===== src/rtl/pwm_hbridge_pkg.sv =====
`default_nettype none
// ============================================================================
// Module : pwm_hbridge_pkg
// Brief  : Shared types, direction codes and command helpers for the
//          multi-channel H-bridge PWM generator.
// Rev    : 1.0  initial release
// ============================================================================
package pwm_hbridge_pkg;

    typedef enum logic [1:0] {
        ST_STOP = 2'd0,
        ST_FWD  = 2'd1,
        ST_REV  = 2'd2,
        ST_DEAD = 2'd3
    } ch_state_e;

    // Direction codes are {dir_a, dir_b}
    localparam logic [1:0] C_DIR_NONE = 2'b00;
    localparam logic [1:0] C_DIR_FWD  = 2'b10;
    localparam logic [1:0] C_DIR_REV  = 2'b01;

    function automatic logic [31:0] clamp_cmd(input logic [31:0] cmd, input logic [31:0] full);
        return (cmd > full) ? full : cmd;
    endfunction

    function automatic logic [31:0] cmd_mag(input logic [31:0] cmd, input logic [31:0] mid);
        return (cmd >= mid) ? (cmd - mid) : (mid - cmd);
    endfunction

endpackage
`default_nettype wire


===== src/rtl/pwm_hbridge_channel.sv =====
`default_nettype none
// ============================================================================
// Module : pwm_hbridge_channel
// Brief  : One H-bridge channel: shadowed command, direction FSM with
//          dead-time braking and registered pwm/dir outputs.
// Rev    : 1.0  initial release
// ============================================================================
module pwm_hbridge_channel
    import pwm_hbridge_pkg::*;
#(
    parameter int CNT_W        = 16,
    parameter int PERIOD       = 256,
    parameter int DEAD_PERIODS = 2
) (
    input  logic             clk,
    input  logic             rst_n,
    input  logic             i_enable,
    input  logic             i_boundary,
    input  logic [CNT_W-1:0] i_cnt_nxt,
    input  logic [CNT_W-1:0] i_duty,
    input  logic             i_duty_valid,
    output logic             o_pwm,
    output logic             o_dir_a,
    output logic             o_dir_b,
    output logic             o_dead
);

    localparam int               c_dcw       = (DEAD_PERIODS > 1) ? $clog2(DEAD_PERIODS) : 1;
    localparam logic [c_dcw-1:0] c_dead_last = c_dcw'(DEAD_PERIODS - 1);
    localparam logic [CNT_W-1:0] c_mid       = CNT_W'(PERIOD);

    ch_state_e        r_state, w_state_nxt;
    logic [c_dcw-1:0] r_dcnt, w_dcnt_nxt;
    logic             r_hold, w_hold_nxt;
    logic [CNT_W-1:0] r_pending, r_active;
    logic [CNT_W-1:0] w_cmd, w_active_nxt, w_mag;
    logic             w_want_fwd, w_want_rev;
    logic [1:0]       w_dir;
    logic             r_pwm, r_dir_a, r_dir_b, r_dead;

    assign w_cmd        = CNT_W'(clamp_cmd(32'(i_duty), 32'(2 * PERIOD)));
    // A strobe landing on the boundary bypasses the shadow register
    assign w_active_nxt = i_boundary ? (i_duty_valid ? w_cmd : r_pending) : r_active;
    assign w_mag        = CNT_W'(cmd_mag(32'(w_active_nxt), 32'(PERIOD)));
    assign w_want_fwd   = (w_active_nxt > c_mid);
    assign w_want_rev   = (w_active_nxt < c_mid);

    always_ff @(posedge clk or negedge rst_n) begin
        if (!rst_n) begin
            r_pending <= c_mid;
            r_active  <= c_mid;
        end else begin
            if (i_duty_valid) r_pending <= w_cmd;
            r_active <= w_active_nxt;
        end
    end

    always_ff @(posedge clk or negedge rst_n) begin
        if (!rst_n) begin
            r_state <= ST_STOP;
            r_dcnt  <= '0;
            r_hold  <= 1'b0;
        end else begin
            r_state <= w_state_nxt;
            r_dcnt  <= w_dcnt_nxt;
            r_hold  <= w_hold_nxt;
        end
    end

    // r_hold discards the partial period in which enable returned, so a
    // disable always yields DEAD_PERIODS complete periods of brake.
    always_comb begin
        w_state_nxt = r_state;
        w_dcnt_nxt  = r_dcnt;
        w_hold_nxt  = r_hold;
        if (!i_enable) begin
            w_state_nxt = ST_DEAD;
            w_dcnt_nxt  = '0;
            w_hold_nxt  = 1'b1;
        end else if (i_boundary) begin
            case (r_state)
                ST_STOP: begin
                    if (w_want_fwd)      w_state_nxt = ST_FWD;
                    else if (w_want_rev) w_state_nxt = ST_REV;
                end
                ST_FWD: begin
                    if (!w_want_fwd) begin
                        w_state_nxt = ST_DEAD;
                        w_dcnt_nxt  = '0;
                        w_hold_nxt  = 1'b0;
                    end
                end
                ST_REV: begin
                    if (!w_want_rev) begin
                        w_state_nxt = ST_DEAD;
                        w_dcnt_nxt  = '0;
                        w_hold_nxt  = 1'b0;
                    end
                end
                ST_DEAD: begin
                    if (r_hold) begin
                        w_hold_nxt = 1'b0;
                    end else if (r_dcnt == c_dead_last) begin
                        w_dcnt_nxt = '0;
                        if (w_want_fwd)      w_state_nxt = ST_FWD;
                        else if (w_want_rev) w_state_nxt = ST_REV;
                        else                 w_state_nxt = ST_STOP;
                    end else begin
                        w_dcnt_nxt = r_dcnt + c_dcw'(1);
                    end
                end
                default: w_state_nxt = ST_STOP;
            endcase
        end
    end

    always_comb begin
        w_dir = C_DIR_NONE;
        case (w_state_nxt)
            ST_FWD:  w_dir = C_DIR_FWD;
            ST_REV:  w_dir = C_DIR_REV;
            default: w_dir = C_DIR_NONE;
        endcase
    end

    always_ff @(posedge clk or negedge rst_n) begin
        if (!rst_n) begin
            r_pwm   <= 1'b0;
            r_dir_a <= 1'b0;
            r_dir_b <= 1'b0;
            r_dead  <= 1'b0;
        end else begin
            r_pwm   <= (w_dir != C_DIR_NONE) && (i_cnt_nxt < w_mag);
            r_dir_a <= w_dir[1];
            r_dir_b <= w_dir[0];
            r_dead  <= (w_state_nxt == ST_DEAD);
        end
    end

    a_dir_exclusive: assert property (@(posedge clk) disable iff (!rst_n) !(r_dir_a && r_dir_b));

    assign o_pwm   = r_pwm;
    assign o_dir_a = r_dir_a;
    assign o_dir_b = r_dir_b;
    assign o_dead  = r_dead;

endmodule
`default_nettype wire


===== src/rtl/pwm_hbridge_multi.sv =====
`default_nettype none
// ============================================================================
// Module : pwm_hbridge_multi
// Brief  : Multi-channel signed PWM H-bridge driver with a shared period
//          counter, boundary-shadowed commands and enforced dead-time.
// Rev    : 1.0  initial release
// ============================================================================
module pwm_hbridge_multi
    import pwm_hbridge_pkg::*;
#(
    parameter int NUM_CH       = 4,
    parameter int CNT_W        = 16,
    parameter int PERIOD       = 256,
    parameter int DEAD_PERIODS = 2
) (
    input  logic                    clk,
    input  logic                    rst_n,
    input  logic                    enable,
    input  logic [NUM_CH*CNT_W-1:0] duty_in,
    input  logic [NUM_CH-1:0]       duty_valid,
    output logic [NUM_CH-1:0]       pwm_out,
    output logic [NUM_CH-1:0]       dir_a,
    output logic [NUM_CH-1:0]       dir_b,
    output logic [NUM_CH-1:0]       dead_active,
    output logic                    period_start
);

    localparam logic [CNT_W-1:0] c_last = CNT_W'(PERIOD - 1);

    generate
        if (DEAD_PERIODS < 1) begin : g_bad_dead
            $error("pwm_hbridge_multi: DEAD_PERIODS must be >= 1");
        end
        if (64'(2 * PERIOD) >= (64'(1) << CNT_W)) begin : g_bad_period
            $error("pwm_hbridge_multi: 2*PERIOD must fit in CNT_W bits");
        end
    endgenerate

    logic [CNT_W-1:0] r_cnt;
    logic [CNT_W-1:0] w_cnt_nxt;
    logic             w_boundary;
    logic             r_period_start;

    assign w_boundary = (r_cnt == c_last);
    assign w_cnt_nxt  = w_boundary ? '0 : r_cnt + CNT_W'(1);

    always_ff @(posedge clk or negedge rst_n) begin
        if (!rst_n) begin
            r_cnt          <= '0;
            r_period_start <= 1'b0;
        end else begin
            r_cnt          <= w_cnt_nxt;
            r_period_start <= w_boundary;
        end
    end

    assign period_start = r_period_start;

    generate
        for (genvar gi = 0; gi < NUM_CH; gi++) begin : g_ch
            pwm_hbridge_channel #(
                .CNT_W        (CNT_W),
                .PERIOD       (PERIOD),
                .DEAD_PERIODS (DEAD_PERIODS)
            ) u_ch (
                .clk          (clk),
                .rst_n        (rst_n),
                .i_enable     (enable),
                .i_boundary   (w_boundary),
                .i_cnt_nxt    (w_cnt_nxt),
                .i_duty       (duty_in[gi*CNT_W +: CNT_W]),
                .i_duty_valid (duty_valid[gi]),
                .o_pwm        (pwm_out[gi]),
                .o_dir_a      (dir_a[gi]),
                .o_dir_b      (dir_b[gi]),
                .o_dead       (dead_active[gi])
            );
        end
    endgenerate

endmodule
`default_nettype wire


===== config.mk =====
export PLATFORM = sky130hd
export DESIGN_NAME = pwm_hbridge_multi
export DESIGN_NICKNAME = d
export VERILOG_FILES = /design/src/rtl/pwm_hbridge_pkg.sv /design/src/rtl/pwm_hbridge_channel.sv /design/src/rtl/pwm_hbridge_multi.sv
export SDC_FILE = /design/constraint.sdc
export NUM_CORES = 1
export LEC_CHECK = 0
export CELL_PAD_IN_SITES_DETAIL_PLACEMENT = 0
export CELL_PAD_IN_SITES_GLOBAL_PLACEMENT = 1
export CORE_MARGIN = 4
export CORE_UTILIZATION = 47
export CTS_CLUSTER_DIAMETER = 80
export DETAILED_ROUTE_END_ITERATION = 10
export PLACE_DENSITY = 0.8
export REMOVE_ABC_BUFFERS = 1
export SLEW_MARGIN = 20
export SYNTH_ARGS = -nofsm -noshare
export SYNTH_HDL_FRONTEND = slang
export SYNTH_HIERARCHICAL = 1
export SYNTH_SLANG_ARGS = --single-unit

===== constraint.sdc =====
create_clock -name clk -period 7.6 [get_ports clk]
set_input_delay 0.76 -clock clk [delete_from_list [all_inputs] [get_ports clk]]
set_output_delay 0.76 -clock clk [all_outputs]
set_load 0.02 [all_outputs]

==> metrics.md, run 1 <==
| Metric | Value |
|---|---|
| Core Box Area | `23400 µm²` |
| Cell taking the most area after synthesis | `sky130_fd_sc_hd__dfrtp_1` |
| Delay-heaviest family, CP | `simple AND/OR/NAND/NOR gates` |
| Proportion of synthesized chip area in sequential cells | `39.7%` |
| Fin crit share | `74.2%` |
| XOR/XNOR share of the synthesized area | `4.31%` |
| Last weighted congestion value of the routability-driven placer | `0.812` |
| Critical path depth in cells | `18` |
| Required @ worst endpoint | `7.91 ns` |
| Setup slack at placement | `1.77 ns` |
| Synthesized instance count | `1119` |
| Number of nets in the layout | `1364` |
| Antenna-violating nets left | `0` |
| Maximum level of the CTS H-tree | `4` |
| Crit-path slowest cell | `sky130_fd_sc_hd__or4_4` |
| Number of max-cap violations | `0` |
| Reg2Reg Launch Point | `r_cnt[10]` |
| Main synth FF type | `sky130_fd_sc_hd__dfrtp_1` |
| Fraction of registers with async set or reset after synthesis | `100%` |
| Insertion delay to the later sink of the worst-skew pair | `0.43 ns` |
| Max-slew headroom | `36.9%` |
| Master cell of the clock root buffer | `sky130_fd_sc_hd__clkbuf_16` |
| Maximum ir drop on the vdd rail | `101 µV` |
| Category of the most critical setup path | `reg2reg` |
| Worst-path fanout max | `109` |
| Count of synthesis-stage warnings from yosys | `6` |
| Post-Route Skew | `0.0111 ns` |
| TritonCTS clock tree | `done` |
| Minimum period implied by the final worst setup slack | `5.64 ns` |
| Ports placed on the boundary | `88` |
| Port Buf Inserts | `87` |
| Number of instances in the placed design | `1504` |
| Height of the chip | `162 µm` |
| Global route overflow | `0` |
| Routed length per instance | `16.6 µm` |
| Biggest area contributors in the synthesized netlist | `sky130_fd_sc_hd__dfrtp_1 (38%), sky130_fd_sc_hd__ha_1 (10%), sky130_fd_sc_hd__mux2_2 (3.5%)` |
| Tot Pwr | `0.00192 W` |
| Routed vias/inst | `5.60` |
| Final Hold Viols | `0` |
| Antenna violations before repair | `0` |
| Share of cell area taken by muxes after synthesis | `5.59%` |
| Unrepaired setup endpoints after global routing | `false` |
| Initial DRC Count | `568` |
| Crit path arrival time | `5.96 ns` |
| Wire length reported by the detailed router | `25.5 mm` |
| Area enclosed by the die boundary | `26300 µm²` |
| Compound-Gate Fraction of Synth Area | `18.0%` |
| List of most frequent post-synthesis cells | `sky130_fd_sc_hd__dfrtp_1 (169), sky130_fd_sc_hd__ha_1 (89), sky130_fd_sc_hd__nor2_1 (89)` |
| Most frequently used cell type in the post-synthesis netlist | `sky130_fd_sc_hd__dfrtp_1` |
| Capture point of the critical path | `g_ch[0].u_ch/o_pwm` |
| Result of the run | `completed` |
| Post-Synth Adder-Cell Area | `9.97%` |
| Least-Margin Pin Slew | `0.938 ns` |
| Clock-pin slew of the registers on the worst-case setup and hold paths | `0.07 ns` |
| Avg Synthesized Cell Area | `9.99 µm²` |
| Number of non-filler instances in the completed layout | `1536` |
| Initial core utilization | `47.7%` |
| Remaining DRCs | `0` |
| Buffers & Inverters on Critical Path | `3` |
| Type of element capturing the critical path | `register` |
| Timing-limited maximum frequency | `0.177 GHz` |
| Type of the most critical hold path | `in2async` |
| Total track usage | `19.8%` |
| Simple-gate share of the synthesized area | `19.4%` |
| Via count of the first global-routing pass | `8458` |
| Pin count of the biggest net entering global routing | `110` |
| Fraction of final layout cells with drive strength greater than 1 | `11.0%` |
| Post-detail-place hpwl | `18.7 mm` |
| Number of failing setup endpoints in the final timing report | `0` |
| Area added between synthesis and finish | `15.7%` |
| Power per cell area | `148 nW/µm²` |
| Quantity of hold-fixing buffers added after cts | `0` |
| Worst R2R End | `g_ch[0].u_ch/o_pwm` |
| Cell area after technology mapping | `11200 µm²` |
| Cell-by-cell trace of the critical path | `or4_4 -> nor4_4 -> buf_12 -> buf_4 -> inv_1 -> a2bb2oi_4 -> ha_1 -> o311ai_0 -> nor4_2 -> o211ai_2 -> or3_1 -> mux2_4 -> ha_1 -> nand2_1 -> or3_1 -> nor3_1 -> o21ai_0 -> o211a_1` |
| Number of distinct library cell variants in the gate-level netlist after synthesis | `79` |
| TritonCTS Sinks | `177` |
| Crit path setup slack, layout | `1.96 ns` |
| Register-to-Register Path Depth | `18` |
| First-pass GRT wire length | `42.7 mm` |
| Die W | `162 µm` |
| EDFF count, synth | `0` |
| Std cell rows | `56` |
| Maximum clock insertion buffer count | `2` |
| Largest family of logic cells by synthesized area | `simple AND/OR/NAND/NOR gates` |
| Type of origin of the critical path | `register` |
| Layout filler cell count | `2130` |
| Buffer count from post-CTS setup fixing | `0` |
| Standby leakage power | `5.96 nW` |
| Number of buffers created by CTS | `17` |
| Largest incremental delay on the critical path | `0.55 ns` |
| Count of vias placed by the detailed router | `8605` |
| Worst Setup SP | `r_cnt[10]` |
| Number of cells upsized or downsized after cts | `0` |
| ANT cells | `0` |
| Final number of max-transition violations | `0` |
| Area share of the leading cell type in the synthesized netlist | `37.8%` |
| Worst reg-to-reg setup slack | `1.96 ns` |
| Register bit total from synthesis | `177` |
| TritonRoute pass-1 iters | `5` |
-- state kept, by name, indices dropped and copies added (netlist names) --
signal	cells
g_ch.u_ch/r_pending	64
g_ch.u_ch/r_dcnt	4
r_cnt	16
period_start	1
g_ch.u_ch/r_state	8
g_ch.u_ch/o_dir_b	4
g_ch.u_ch/o_pwm	4
g_ch.u_ch/o_dead	4
g_ch.u_ch/o_dir_a	4
g_ch.u_ch/r_active	64
g_ch.u_ch/r_hold	4
-- metal layers --
metal	vias up	GRT usage, %	wire length (µm)	share of wire (%)
met2	127	31.9	11900	47
met4	0	4.84	304	1.2
li1	4266	-	-	-
met1	4196	28.2	12500	49
met3	16	3.17	755	3.0
met5	-	0	0	0
-- area by class of cell --
class	instances	area (µm²)	share of cell area [%]
Inverter	52	195	1.51
Clock inverter	13	128	0.987
Clock buffer	19	443	3.43
Tap cell	319	399	3.09
Sequential cell	177	4440	34.3
Timing Repair Buffer	93	930	7.19
Multi-Input combinational cell	863	6390	49.4
-- power by group --
part	total (W)	internal, W	switching (W)
clock network	0.000861	0.000467	0.000394
logic	0.000106	0.0000488	0.0000568
registers	0.000949	0.000946	0.00000277
total	0.00192	0.00146	0.000453
-- worst min-delay path by stage --
stage	to	start	slack, ns	cells past startpoint
2_1_floorplan	g_ch[0].u_ch/r_pending[7]	g_ch[0].u_ch/r_pending[7]	0.44	2
3_3_place_gp	g_ch[2].u_ch/r_pending[7]	g_ch[2].u_ch/r_pending[7]	0.46	2
3_5_place_dp	g_ch[2].u_ch/r_pending[7]	g_ch[2].u_ch/r_pending[7]	0.47	2
4_1_cts	g_ch[2].u_ch/r_pending[9]	rst_n	0.48	1
5_1_grt	g_ch[2].u_ch/r_pending[15]	g_ch[2].u_ch/r_pending[15]	0.50	1
6_report	g_ch[2].u_ch/r_pending[9]	rst_n	0.45	1
-- worst register-to-register path, cell delays in order (launching register included) --
cell and delay (ns):
sky130_fd_sc_hd__dfrtp_1 0.42, sky130_fd_sc_hd__or4_4 0.55, sky130_fd_sc_hd__nor4_4 0.34, sky130_fd_sc_hd__buf_12 0.46
sky130_fd_sc_hd__buf_4 0.46, sky130_fd_sc_hd__inv_1 0.23, sky130_fd_sc_hd__a2bb2oi_4 0.28, sky130_fd_sc_hd__ha_1 0.19
sky130_fd_sc_hd__o311ai_0 0.14, sky130_fd_sc_hd__nor4_2 0.52, sky130_fd_sc_hd__o211ai_2 0.16, sky130_fd_sc_hd__or3_1 0.36
sky130_fd_sc_hd__mux2_4 0.31, sky130_fd_sc_hd__ha_1 0.29, sky130_fd_sc_hd__nand2_1 0.06, sky130_fd_sc_hd__or3_1 0.37
sky130_fd_sc_hd__nor3_1 0.17, sky130_fd_sc_hd__o21ai_0 0.10, sky130_fd_sc_hd__o211a_1 0.13
-- placed cells by master (no fill, tap or decap), types with 6 or more instances in the layout --
master / n
sky130_fd_sc_hd__a211oi_1: 6
sky130_fd_sc_hd__a21o_1: 23
sky130_fd_sc_hd__a21oi_1: 71
sky130_fd_sc_hd__a22o_1: 13
sky130_fd_sc_hd__a31o_2: 8
sky130_fd_sc_hd__and2_1: 9
sky130_fd_sc_hd__and2b_1: 8
sky130_fd_sc_hd__and3_1: 8
sky130_fd_sc_hd__clkbuf_16: 17
sky130_fd_sc_hd__clkdlybuf4s50_1: 86
sky130_fd_sc_hd__dfrtp_1: 169
sky130_fd_sc_hd__dfstp_2: 8
sky130_fd_sc_hd__ha_1: 89
sky130_fd_sc_hd__inv_1: 52
sky130_fd_sc_hd__mux2_2: 35
sky130_fd_sc_hd__mux2i_1: 20
sky130_fd_sc_hd__nand2_1: 84
sky130_fd_sc_hd__nand2b_1: 23
sky130_fd_sc_hd__nand3_1: 19
sky130_fd_sc_hd__nand4_1: 22
sky130_fd_sc_hd__nor2_1: 89
sky130_fd_sc_hd__nor2b_1: 41
sky130_fd_sc_hd__nor3_1: 33
sky130_fd_sc_hd__nor4_1: 12
sky130_fd_sc_hd__o21a_1: 14
sky130_fd_sc_hd__o21ai_0: 39
sky130_fd_sc_hd__o22ai_1: 12
sky130_fd_sc_hd__o31ai_1: 12
sky130_fd_sc_hd__or3_1: 9
sky130_fd_sc_hd__or4_1: 6
sky130_fd_sc_hd__xnor2_1: 34
sky130_fd_sc_hd__xor2_1: 21
-- cells by family (layout without fill, tap and decap cells) --
family	Yosys count	count (layout)
and+or+nand+nor	394	394
AOI/OAI and AO/OA	268	268
DFF	177	177
adders and majority gates	89	89
buffers and inverters	79	177
muxes	57	57
xor gates and xnor gates	55	55
-- metrics by stage --
stage	TNS, ns	hold WS (ns)	util [%]	cell area [µm²]
floorplan	-8.94	0.442	-	11000
global placement	0	0.461	52.8	12400
CTS	0	0.480	55.2	12900
global route	0	0.499	55.2	12900
finish	0	0.450	55.2	12900
detailed placement	0	0.471	52.8	12400
Power figures use the tool's default switching activity.
==> run 2, diff against run 1 <==
clock period = 5.4 ns   (was 7.6 ns; I/O delays follow)
==> run 2 against run 1 <==
Total power rose by 45%. Core utilization rose by 1.2 points. Hold slack got worse by 0.40 ns. Global-route usage rose by 0.99 points. Wire length rose by 3.6%. Critical path depth rose by 2. Setup slack got worse by 1.6 ns. Clock skew rose by 0.0083 ns. Sequential share of layout area fell by 0.72 points. Maximum frequency rose by 11%. Count of clock-buffer cells in the layout fell by 1.
==> metrics.md, run 2 (synthesized netlist as in run 1, its figures left out) <==
| Metric | Value |
|---|---|
| Result of the run | `completed (unchanged)` |
| Fin Hold WS | `0.0532 ns (was 0.450 ns)` |
| Master cell of the clock root buffer | `sky130_fd_sc_hd__clkbuf_16 (unchanged)` |
| ANT cells | `0 (unchanged)` |
| Count of vias placed by the detailed router | `8725 (was 8605)` |
| Antenna violations before repair | `0 (unchanged)` |
| Antenna-violating nets left | `0 (unchanged)` |
| Worst-path fanout max | `10 (was 109)` |
| Crit path arrival time | `5.41 ns (was 5.96 ns)` |
| Last weighted congestion value of the routability-driven placer | `0.819 (was 0.812)` |
| Routed length per instance | `16.9 µm (was 16.6 µm)` |
| Fraction of final layout cells with drive strength greater than 1 | `13.1% (was 11.0%)` |
| Final setup TNS | `0 ns (unchanged)` |
| Commonest non-fill, non-tap cell in the layout | `sky130_fd_sc_hd__dfrtp_1 (unchanged)` |
| First-pass GRT wire length | `44.7 mm (was 42.7 mm)` |
| Least-Margin Pin Slew | `0.931 ns (was 0.938 ns)` |
| Initial core utilization | `47.7% (unchanged)` |
| Type of origin of the critical path | `register (unchanged)` |
| Clock-pin slew of the registers on the worst-case setup and hold paths | `0.07 ns (about the same)` |
| Required @ worst endpoint | `5.72 ns (was 7.91 ns)` |
| Category of the most critical setup path | `reg2reg (unchanged)` |
| Via count of the first global-routing pass | `8869 (was 8458)` |
| Largest registers | `g_ch.u_ch/r_active (64), g_ch.u_ch/r_pending (64), r_cnt (16) (unchanged)` |
| Ports placed on the boundary | `88 (unchanged)` |
| Insertion delay to the later sink of the worst-skew pair | `0.44 ns (was 0.43 ns)` |
| Commonest non-fill, non-tap cells in the layout | `sky130_fd_sc_hd__dfrtp_1 (169), sky130_fd_sc_hd__nor2_1 (89), sky130_fd_sc_hd__ha_1 (89) (unchanged)` |
| Uppermost layer routed | `met4 (unchanged)` |
| Global route overflow | `0 (unchanged)` |
| Area added between synthesis and finish | `18.2% (was 15.7%)` |
| Core Box Area | `23400 µm² (unchanged)` |
| Timing-limited maximum frequency | `0.196 GHz (was 0.177 GHz)` |
| Remaining DRCs | `0 (unchanged)` |
| Fin crit share | `94.2% (was 74.2%)` |
| Storage cell area | `4440 µm² (unchanged)` |
| Number of failing setup endpoints in the final timing report | `0 (unchanged)` |
| Die W | `162 µm (unchanged)` |
| TritonCTS Sinks | `177 (unchanged)` |
| Routed vias/inst | `5.58 (was 5.60)` |
| Quantity of hold-fixing buffers added after cts | `0 (unchanged)` |
| Final Hold Viols | `0 (unchanged)` |
| Minimum period implied by the final worst setup slack | `5.09 ns (was 5.64 ns)` |
| Tot Pwr | `0.00278 W (was 0.00192 W)` |
| Power per cell area | `211 nW/µm² (was 148 nW/µm²)` |
| Area enclosed by the die boundary | `26300 µm² (unchanged)` |
| Met2 wire length | `12.3 mm (was 11.9 mm)` |
| Type of the most critical hold path | `in2async (unchanged)` |
| Post-Route Skew | `0.0194 ns (was 0.0111 ns)` |
| Max-slew headroom | `38.0% (was 36.9%)` |
| Port Buf Inserts | `87 (unchanged)` |
| Total track usage | `20.8% (was 19.8%)` |
| Initial DRC Count | `373 (was 568)` |
| Maximum clock insertion buffer count | `2 (unchanged)` |
| Final number of max-transition violations | `0 (unchanged)` |
| Number of nets in the layout | `1392 (was 1364)` |
| Standby leakage power | `6.12 nW (was 5.96 nW)` |
| Met3 wirelength from detailed routing | `956 µm (was 755 µm)` |
| TritonCTS clock tree | `done (unchanged)` |
| Maximum ir drop on the vdd rail | `176 µV (was 101 µV)` |
| Layout filler cell count | `2117 (was 2130)` |
| Std cell rows | `56 (unchanged)` |
| Pin count of the biggest net entering global routing | `73 (was 110)` |
| Number of buffers created by CTS | `17 (unchanged)` |
| Type of element capturing the critical path | `register (unchanged)` |
| Height of the chip | `162 µm (unchanged)` |
| TritonRoute pass-1 iters | `5 (unchanged)` |
| Maximum level of the CTS H-tree | `4 (unchanged)` |
| Footprint of the multi-input gates | `6410 µm² (was 6390 µm²)` |
| Post-detail-place hpwl | `19.6 mm (was 18.7 mm)` |
| WL met1 | `12.8 mm (was 12.5 mm)` |
| Wire length reported by the detailed router | `26.4 mm (was 25.5 mm)` |
| Number of max-cap violations | `0 (unchanged)` |
==> run 2: changes by cell type in the layout (fill, tap and decap cells not counted), moves of 2 or more <==
cell	delta
sky130_fd_sc_hd__clkinv_4	-2
sky130_fd_sc_hd__bufinv_16	+2
sky130_fd_sc_hd__buf_4	+26
sky130_fd_sc_hd__inv_6	+3
==> run 2: report_power, final <==
group          internal [W]  switching (W)
Combinational     0.0000713      0.0000814
Clock              0.000738       0.000555
Sequential          0.00133     0.00000391
==> run 2: path summary, 6_finish.rpt <==
path                                            from                         end  slack, ns  depth (start not counted)
max                                         r_cnt[0]          g_ch[0].u_ch/o_pwm       0.31                         20
min                                            rst_n    g_ch[2].u_ch/r_active[7]       0.05                          1
max reg2reg                                 r_cnt[0]          g_ch[0].u_ch/o_pwm       0.31                         20
min reg2reg                g_ch[1].u_ch/r_pending[2]   g_ch[1].u_ch/r_pending[2]       0.47                          2
max in group asynchronous                      rst_n  g_ch[3].u_ch/r_pending[14]       3.99                          2
min in group clk           g_ch[1].u_ch/r_pending[2]   g_ch[1].u_ch/r_pending[2]       0.47                          2
==> run 2: stage by stage <==
| stage | cell area [µm²] | setup WS [ns] | util [%] | std cells |
|---|---|---|---|---|
| CTS | 13200 | 0.239 | 56.3 | 1563 |
| finish | 13200 | 0.311 | 56.4 | 1564 |
| floorplan | 11000 | -3.53 | - | 1092 |
| global route | 13200 | -0.0218 | 56.4 | 1564 |
| detailed placement | 12600 | 0.286 | 53.7 | 1531 |
| global placement | 12600 | 0.377 | 53.7 | 1531 |
==> run 2: timing repair <==
action	in CTS	in global routing
buffers inserted	0	1
setup endpoints to repair	0	3
resized for setup	0	4
==> run 2: per-layer routing <==
metal / vias to the layer above / track usage [%]
met5: - / 0
met4: 0 / 5.31
met3: 22 / 3.43
met2: 169 / 34.3
met1: 4218 / 28.9
li1: 4316 / -
==> run 2: critical path: stages, from the launching register on <==
cell and delay [ns]:
sky130_fd_sc_hd__dfrtp_1 0.39, sky130_fd_sc_hd__ha_1 0.28, sky130_fd_sc_hd__nand4b_1 0.21, sky130_fd_sc_hd__nor4_4 0.33, sky130_fd_sc_hd__buf_6 0.21, sky130_fd_sc_hd__mux2_2 0.35
sky130_fd_sc_hd__nor2b_1 0.20, sky130_fd_sc_hd__ha_1 0.20, sky130_fd_sc_hd__nand3_1 0.09, sky130_fd_sc_hd__a311o_1 0.35, sky130_fd_sc_hd__nor4_2 0.15, sky130_fd_sc_hd__buf_4 0.18
sky130_fd_sc_hd__o211ai_2 0.09, sky130_fd_sc_hd__or3_1 0.34, sky130_fd_sc_hd__mux2_4 0.31, sky130_fd_sc_hd__ha_1 0.32, sky130_fd_sc_hd__nand2_1 0.09, sky130_fd_sc_hd__or3_1 0.37
sky130_fd_sc_hd__nor3_1 0.20, sky130_fd_sc_hd__o21ai_0 0.15, sky130_fd_sc_hd__o211a_1 0.15
==> run 2: area by class of cell <==
class,count,area share (%)
repair buffers,121,8.76
flip-flops and latches,177,33.6
well taps,319,3.02
clock buffers,18,3.25
clock inverters,14,1.35
multi-input cells,863,48.5
inverters,52,1.48
==> run 3, diff against run 2 <==
CTS_CLUSTER_SIZE = 24   (was not set)
==> results of run 3 <==
Same layout as run 2: the final DEF is identical, and so are final timing and power.
